`config.mk`:
```
export PLATFORM = sky130hd
export DESIGN_NAME = cnn_layer_accel_awe_stride_expander
export DESIGN_NICKNAME = d
export VERILOG_FILES = /design/src/rtl/cnn_layer_accel_awe_stride_expander.sv
export SDC_FILE = /design/constraint.sdc
export NUM_CORES = 1
export LEC_CHECK = 0
export ABC_AREA = 1
export BUFFER_PORTS_ARGS = -buffer_cell sky130_fd_sc_hd__clkbuf_2
export CAP_MARGIN = 20
export CORE_MARGIN = 2
export CORE_UTILIZATION = 45
export CTS_CLUSTER_SIZE = 12
export DETAILED_ROUTE_END_ITERATION = 8
export PLACE_DENSITY = 0.77
export SLEW_MARGIN = 15
export SYNTH_ARGS = -nofsm -noshare
export SYNTH_HDL_FRONTEND = slang
export SYNTH_SLANG_ARGS = --single-unit
```
`constraint.sdc`:
```
create_clock -name clk -period 1.99 [get_ports clk]
set_clock_uncertainty 0.2 [all_clocks]
set_input_delay 0.398 -clock clk [delete_from_list [all_inputs] [get_ports clk]]
set_output_delay 0.398 -clock clk [all_outputs]
set_load 0.01 [all_outputs]
```
`src/rtl/cnn_layer_accel_awe_stride_expander.sv`:
```
// cnn_layer_accel_awe_stride_expander
//
// Inverse of the stride picker. Each accepted input sample is followed by
// stride_size zero samples. When AWE_STRIDE_EXPANDER_ZERO_ROW_EN is defined,
// every complete input row is also followed by stride_size zero rows of
// row_length*(stride_size+1) zeros. When the macro is undefined only the
// column zeros are inserted and row_length matters only for the ==0 check
// and the sample-in-row wrap.
//
// Output is a single registered slot (dataout/dataout_valid) under a
// valid/ready handshake. A new value loads whenever the slot is empty or
// is being consumed, so transitions between states add no bubbles.
//
// MAX_STRIDE (a global define) bounds stride_size. It defaults to 8 when the
// build does not provide it.

`ifndef MAX_STRIDE
`define MAX_STRIDE 8
`endif

module cnn_layer_accel_awe_stride_expander #(
  parameter int C_DATAIN_WIDTH  = 16,
  parameter int C_ROW_LEN_WIDTH = 10,
  localparam int C_STRIDE_COUNTER_WIDTH = $clog2(`MAX_STRIDE)
) (
  input  logic                              clk,
  input  logic                              rst,
  input  logic                              config_valid,
  input  logic [C_STRIDE_COUNTER_WIDTH-1:0] stride_size,
  input  logic [C_ROW_LEN_WIDTH-1:0]        row_length,
  input  logic [C_DATAIN_WIDTH-1:0]         datain,
  input  logic                              datain_valid,
  output logic                              datain_ready,
  output logic [C_DATAIN_WIDTH-1:0]         dataout,
  output logic                              dataout_valid,
  input  logic                              dataout_ready
);

  localparam logic [C_STRIDE_COUNTER_WIDTH-1:0] STRIDE_ONE = C_STRIDE_COUNTER_WIDTH'(1);
  localparam logic [C_ROW_LEN_WIDTH-1:0]        ROW_ONE    = C_ROW_LEN_WIDTH'(1);

`ifdef AWE_STRIDE_EXPANDER_ZERO_ROW_EN
  typedef enum logic [1:0] {
    IDLE     = 2'd0,
    SAMPLE   = 2'd1,
    ZERO_COL = 2'd2,
    ZERO_ROW = 2'd3
  } state_t;
`else
  typedef enum logic [1:0] {
    IDLE     = 2'd0,
    SAMPLE   = 2'd1,
    ZERO_COL = 2'd2
  } state_t;
`endif

  // Registered state and its next-value companions.
  state_t                            state_q,    state_d;
  logic [C_DATAIN_WIDTH-1:0]         dout_q,     dout_d;
  logic                              dvld_q,     dvld_d;
  logic [C_STRIDE_COUNTER_WIDTH-1:0] stride_q,   stride_d;
  logic [C_ROW_LEN_WIDTH-1:0]        rowlen_q,   rowlen_d;
  // Position of the next input sample within its row. During a zero row
  // it is reused as the sample-slot index inside that zero row.
  logic [C_ROW_LEN_WIDTH-1:0]        samp_cnt_q, samp_cnt_d;
  // Zeros emitted for the current sample. During a zero row it is reused
  // as the sub-position (0..stride) inside one expanded sample slot.
  logic [C_STRIDE_COUNTER_WIDTH-1:0] zcnt_q,     zcnt_d;
`ifdef AWE_STRIDE_EXPANDER_ZERO_ROW_EN
  // Set when the sample that started the current ZERO_COL burst closed a row.
  logic                              row_end_q,  row_end_d;
  // Zero rows already emitted after the current input row.
  logic [C_STRIDE_COUNTER_WIDTH-1:0] zrow_cnt_q, zrow_cnt_d;
`endif

  logic can_load;
  logic in_ready;
  logic last_in_row;

  // The output slot can take a new value when it is empty or being drained.
  assign can_load = !dvld_q || dataout_ready;

  assign datain_ready  = in_ready && !rst;
  assign dataout       = dout_q;
  assign dataout_valid = dvld_q;

  // Next-state and datapath: what to load into the output slot this cycle.
  always_comb begin
    // NOTE: every variable gets a default first, so no path can leave one
    // unassigned and infer a latch.
    state_d     = state_q;
    dout_d      = dout_q;
    dvld_d      = dvld_q;
    stride_d    = stride_q;
    rowlen_d    = rowlen_q;
    samp_cnt_d  = samp_cnt_q;
    zcnt_d      = zcnt_q;
`ifdef AWE_STRIDE_EXPANDER_ZERO_ROW_EN
    row_end_d   = row_end_q;
    zrow_cnt_d  = zrow_cnt_q;
`endif
    in_ready    = 1'b0;
    last_in_row = (samp_cnt_q == rowlen_q - ROW_ONE);

    // A consumed output empties the slot unless something refills it below.
    if (dvld_q && dataout_ready) begin
      dvld_d = 1'b0;
    end

    case (state_q)
      IDLE: begin
        // Waiting for a usable configuration; input stays blocked.
      end

      SAMPLE: begin
        in_ready = can_load;
        if (datain_valid && can_load) begin
          dout_d     = datain;
          dvld_d     = 1'b1;
          samp_cnt_d = last_in_row ? '0 : samp_cnt_q + ROW_ONE;
          // With stride 0 there are no column or row zeros: pure pass-through.
          if (stride_q != '0) begin
            state_d = ZERO_COL;
            zcnt_d  = '0;
`ifdef AWE_STRIDE_EXPANDER_ZERO_ROW_EN
            row_end_d = last_in_row;
`endif
          end
        end
      end

      ZERO_COL: begin
        if (can_load) begin
          dout_d = '0;
          dvld_d = 1'b1;
          if (zcnt_q == stride_q - STRIDE_ONE) begin
            zcnt_d = '0;
`ifdef AWE_STRIDE_EXPANDER_ZERO_ROW_EN
            row_end_d = 1'b0;
            state_d   = row_end_q ? ZERO_ROW : SAMPLE;
`else
            state_d   = SAMPLE;
`endif
          end else begin
            zcnt_d = zcnt_q + STRIDE_ONE;
          end
        end
      end

`ifdef AWE_STRIDE_EXPANDER_ZERO_ROW_EN
      ZERO_ROW: begin
        // Three nested counters walk stride rows x row_length slots x
        // (stride+1) positions, so no multiplier is needed for the length.
        if (can_load) begin
          dout_d = '0;
          dvld_d = 1'b1;
          if (zcnt_q == stride_q) begin
            zcnt_d = '0;
            if (last_in_row) begin
              samp_cnt_d = '0;
              if (zrow_cnt_q == stride_q - STRIDE_ONE) begin
                zrow_cnt_d = '0;
                state_d    = SAMPLE;
              end else begin
                zrow_cnt_d = zrow_cnt_q + STRIDE_ONE;
              end
            end else begin
              samp_cnt_d = samp_cnt_q + ROW_ONE;
            end
          end else begin
            zcnt_d = zcnt_q + STRIDE_ONE;
          end
        end
      end
`endif

      default: begin
        state_d = IDLE;
      end
    endcase

    // A new configuration aborts the frame in any state; an input handshake
    // in the same cycle is dropped.
    if (config_valid) begin
      stride_d   = stride_size;
      rowlen_d   = row_length;
      samp_cnt_d = '0;
      zcnt_d     = '0;
`ifdef AWE_STRIDE_EXPANDER_ZERO_ROW_EN
      row_end_d  = 1'b0;
      zrow_cnt_d = '0;
`endif
      dout_d     = '0;
      dvld_d     = 1'b0;
      state_d    = (row_length != '0) ? SAMPLE : IDLE;
    end
  end

  // State register with synchronous reset; reset overrides config_valid.
  always_ff @(posedge clk) begin
    // NOTE: sequential state uses non-blocking assignments so every
    // register samples the pre-edge values of the others.
    if (rst) begin
      state_q    <= IDLE;
      dout_q     <= '0;
      dvld_q     <= 1'b0;
      stride_q   <= '0;
      rowlen_q   <= '0;
      samp_cnt_q <= '0;
      zcnt_q     <= '0;
`ifdef AWE_STRIDE_EXPANDER_ZERO_ROW_EN
      row_end_q  <= 1'b0;
      zrow_cnt_q <= '0;
`endif
    end else begin
      state_q    <= state_d;
      dout_q     <= dout_d;
      dvld_q     <= dvld_d;
      stride_q   <= stride_d;
      rowlen_q   <= rowlen_d;
      samp_cnt_q <= samp_cnt_d;
      zcnt_q     <= zcnt_d;
`ifdef AWE_STRIDE_EXPANDER_ZERO_ROW_EN
      row_end_q  <= row_end_d;
      zrow_cnt_q <= zrow_cnt_d;
`endif
    end
  end

endmodule
```
Yosys cells after proc, flatten, opt, wreduce, memory -nomap -nowiden
Cells that the tools add are included.
{"block": "word_totals", "ff_bits": 25}
{"block": "op_classes", "add_sub_neg": 2, "muxes": 20, "eq_ne": 11, "reduce_logical": 14}
{"cell": "$mux W16", "n": 2}
{"cell": "$pmux W16 S2", "n": 1}
{"cell": "$mux W3", "n": 4}
{"cell": "$ne A3 B3 Y1 const B", "n": 4}
{"cell": "$mux W2", "n": 5}
{"cell": "$reduce_bool A10 Y1", "n": 1}
{"cell": "$ne A2 B2 Y1 const B", "n": 4}
{"cell": "$pmux W2 S3", "n": 1}
{"cell": "$pmux W3 S2", "n": 1}
{"cell": "$mux W1", "n": 5}
{"cell": "$reduce_and A5 Y1", "n": 1}
{"cell": "$reduce_and A4 Y1", "n": 1}
{"cell": "$add A3 B1 Y3 const B", "n": 1}
{"cell": "$eq A3 B3 Y1", "n": 1}
{"cell": "$logic_and A1 B1 Y1", "n": 3}
{"cell": "$reduce_and A3 Y1", "n": 1}
{"cell": "$reduce_bool A3 Y1", "n": 1}
{"cell": "$sub A3 B1 Y3 const B", "n": 1}
{"cell": "$eq A2 B1 Y1 const B", "n": 1}
{"cell": "$eq A2 B2 Y1 const B", "n": 1}
{"cell": "$logic_not A1 Y1", "n": 2}
{"cell": "$logic_not A2 Y1", "n": 1}
{"cell": "$pmux W1 S2", "n": 1}
{"cell": "$reduce_bool A2 Y1", "n": 1}
{"cell": "other kinds (2)", "n": 2}

Depth between registers and ports, before layout
{"block": "logic_depth", "word_depth": 6, "ltp_mapped": 12, "depth_no_buf": 12}

Least setup slack after synthesis
No wires, ideal clock.
{"block": "synth_timing", "kind": "register to register", "startpoint": "register stride_q[0]", "endpoint": "register state_q[0]", "t_required_ns": 1.677, "path_stages_with_launch": 12, "n_path_buf": 0, "period_less_slack_ns": 1.661, "path_slack_ns": 0.329, "arrival_ns": 1.349, "cell_sequence": "dfxtp_1 -> inv_1 -> ha_1 -> ha_1 -> inv_1 -> nand2_1 -> nand2_1 -> nand3_1 -> nand2_1 -> nand2_1 -> nor2_1 -> nor2_1"}
{"block": "synth_via", "elab_chain_cells": 4}
{"element": "start: declaration", "line_no": "61", "source": "logic [C_STRIDE_COUNTER_WIDTH-1:0] stride_q, stride_d;"}
{"element": "start signal: assignment", "line_no": "219", "source": "stride_q <= stride_d;"}
{"element": "$sub A3 B1 Y3", "line_no": "136", "source": "if (zcnt_q == stride_q - STRIDE_ONE) begin"}
{"element": "$eq A3 B3 Y1", "line_no": "136"}
{"element": "$ne A3 B3 Y1 (no source line)"}
{"element": "$reduce_and A5 Y1 (no source line) *"}
{"element": "end signal: assignment", "line_no": "216", "source": "state_q <= state_d;"}
{"element": "end: declaration", "line_no": "58", "source": "state_t state_q, state_d;"}
Mark *: on every way between the ends. The rest lies on a longest branch, timed or not.
A chain may end at the register's enable or synchronous reset.

Worst setup path after layout
{"block": "layout_timing", "startpoint": "register state_q[1]", "endpoint": "output datain_ready"}
{"block": "layout_via", "elab_chain_cells": 3}
{"element": "$eq A2 B1 Y1", "line_no": "110", "source": "case (state_q)"}
{"element": "$mux W1", "line_no": "110"}
{"element": "$logic_and A1 B1 Y1", "line_no": "83", "source": "assign datain_ready = in_ready && !rst;"}
{"element": "end: declaration", "line_no": "33", "source": "output logic datain_ready,"}
No other way between the ends.

==> impl_metrics.env <==
export IMPL_min_path_type="in2reg"
export IMPL_slew_viol_final=0
export IMPL_dieArea_um2=3360
export IMPL_drt_wl_total_um=2640
export IMPL_die_h_um=58.0
export IMPL_cap_violations=0
export IMPL_gp_congestion=0.772
export IMPL_antennaDiodeCount=0
export IMPL_overflow=0
export IMPL_p_leak_uw=0.000754
export IMPL_cp_end_kind="primary output"
export IMPL_required_ns=1.39
export IMPL_routedWlPerCell_um=10.4
export IMPL_drc=0
export IMPL_drive_above_1_share=0.377
export IMPL_grt_pass1_vias=1099
export IMPL_worstMarginPinSlew_ns=0.231
export IMPL_insertion_delay_ns=0.32
export IMPL_fin_tns_setup_ns=0
export IMPL_ys_types=23
export IMPL_finalSetupViolCount=0
export IMPL_synth_top_area_share=0.382
export IMPL_syn_cell_area_um2=1310
export IMPL_drt_first_iter_violations=27
export IMPL_drtPass1Iterations=4
export IMPL_grtUsageTotal=0.166
export IMPL_cts_max_level=1
export IMPL_grt_use_met1=0.221
export IMPL_rows=19
export IMPL_ys_ff_latch=25
export IMPL_cts_root_buf="clkbuf_4"
export IMPL_layout_common_cells="clkbuf_2 (51), nand2_1 (40), dfxtp_1 (25)"
export IMPL_dp_hpwl_um=2070
export IMPL_via_per_inst=4.81
export IMPL_max_slew_margin=0.846
export IMPL_synth_top_cells_by_area="dfxtp_1 (38%), nand2_1 (11%), nand3_2 (7.6%), ha_1 (6.7%), a21oi_1 (6.1%)"
export IMPL_place_ws_ns=0.241
export IMPL_io_buffers=51
export IMPL_fmax_mhz=522
export IMPL_cts_setup_buffers=0
export IMPL_initial_core_util=0.475
export IMPL_synth_largest_area_cell="dfxtp_1"
export IMPL_die_w_um=58.0
export IMPL_drtAntennaViolNets=0
export IMPL_cts_buffer_depth=2
export IMPL_avgSynthCellArea_um2=7.76
export IMPL_layout_commonest_cell="clkbuf_2"
export IMPL_io_pins=52
export IMPL_cts_sinks=25
export IMPL_vdd_drop_max_v=0.000508
export IMPL_finalWorstSetupSlack_ns=0.0727
export IMPL_synth_warning_count=0
export IMPL_antenna_found_initial=0
export IMPL_design_power_total_uw=1150
export IMPL_min_period_over_period=0.963
export IMPL_netlist_instances=169
export IMPL_crit_fanout=4
export IMPL_syn_to_final_growth_pct=24.2
export IMPL_yosysSeqAreaShare=0.382
export IMPL_cts_buffers=3
export IMPL_clkSlewWorstSetupHoldPaths_ns=0.14
export IMPL_core_area_um2=2760
export IMPL_rsz0062_at_grt="no"
export IMPL_grt_busiest_layer="met2"
export IMPL_startpoint_type="register"
export IMPL_worstPathArrival_ns=1.32
export IMPL_grt_pass1_wl_um=4480
export IMPL_via_count=1222
export IMPL_period_needed_ns=1.92
export IMPL_power_density_nw_per_um2=705
export IMPL_grt_max_degree=17
export IMPL_use_met2=0.274
export IMPL_nets=265
export IMPL_status="finished, final reports clean"
export IMPL_synth_nets=210
export IMPL_finalHoldViolCount=0
export IMPL_crit_type="reg2out"
export IMPL_cts_tree="done"
export IMPL_grtUsageMet3=0.0246
==> layout make-up <==
class | count | area (um^2)
Fill cell | 268 | 1130
Multi-Input combinational cell | 119 | 701
Sequential cell | 25 | 500
Timing Repair Buffer | 54 | 278
Inverter | 21 | 81.3
Tap cell | 31 | 38.8
Clock buffer | 3 | 22.5
Clock inverter | 1 | 7.51
==> sequential cells by signal, summed over array words and instances (netlist names) <==
register / count
stride_q: 3
state_q: 2
dataout: 16
dataout_valid: 1
zcnt_q: 3
==> Yosys cell counts <==
master / instances
a21oi_1: 16
a21oi_2: 8
buf_12: 1
buf_2: 2
buf_6: 1
clkinv_1: 1
dfxtp_1: 25
ha_1: 7
inv_1: 17
inv_2: 2
inv_4: 1
nand2_1: 40
nand2_4: 1
nand3_1: 10
nand3_2: 10
nand3_4: 1
nand4_1: 1
nor2_1: 15
nor2_4: 1
nor3_1: 1
o21ai_0: 5
o21ai_1: 2
o21bai_1: 1
==> cell families (layout without fill, tap and decap cells) <==
kind of cell	after synthesis	count (layout)	synth area share
DFF	25	25	0.382
AOI/OAI and AO/OA	32	32	0.147
and+or+nand+nor	80	80	0.311
adders and majority gates	7	7	0.0668
buffers and inverters	25	79	0.0935
==> metrics by stage <==
step	area [um^2]	std cells	utilization	hold slack [ns]
2_1_floorplan	1310	169	-	0.235
3_3_place_gp	1590	250	0.575	0.254
3_5_place_dp	1590	250	0.575	0.258
4_1_cts	1630	254	0.591	0.0868
5_1_grt	1630	254	0.591	0.0862
6_report	1630	254	0.591	0.0931
==> what timing repair did <==
action | CTS | global route
gates resized for setup | 2 | 1
hold buffers | 0 | 0
endpoints found under the setup margin | 1 | 1
cloned | 0 | 0
==> per-layer routing <==
metal	up-vias	routed length [um]
li1	652	-
met1	540	1250
met2	26	1230
met3	4	132
met4	0	28
met5	-	0
==> worst max-delay path, cell delays in order, from the launching register on <==
cell and delay [ns]:
dfxtp_1 0.37, inv_2 0.10, ha_4 0.15, inv_2 0.05
nor3_1 0.17, clkbuf_2 0.16
==> final timing paths <==
path / depth (start not counted) / endpoint / slack [ns] / from
worst min-delay path: 3 / dataout[12]$_SDFFE_PP0P_ / 0.09 / datain[12]
worst min register to register: 2 / stride_q[2]$_SDFFE_PP0P_ / 0.28 / stride_q[2]$_SDFFE_PP0P_
worst max register to register: 8 / dataout[15]$_SDFFE_PP0P_ / 0.19 / state_q[0]$_SDFFE_PP0P_
worst max-delay path: 5 / datain_ready / 0.07 / state_q[1]$_SDFFE_PP0P_
==> power breakdown <==
part | leakage, uW | internal, uW | switching, uW
Sequential | 0.000203 | 531 | 19.4
Combinational | 0.000537 | 138 | 227
Clock | 0.0000139 | 76.9 | 157
Total | 0.000754 | 746 | 403
No activity file was read; power rests on OpenSTA's default activity.
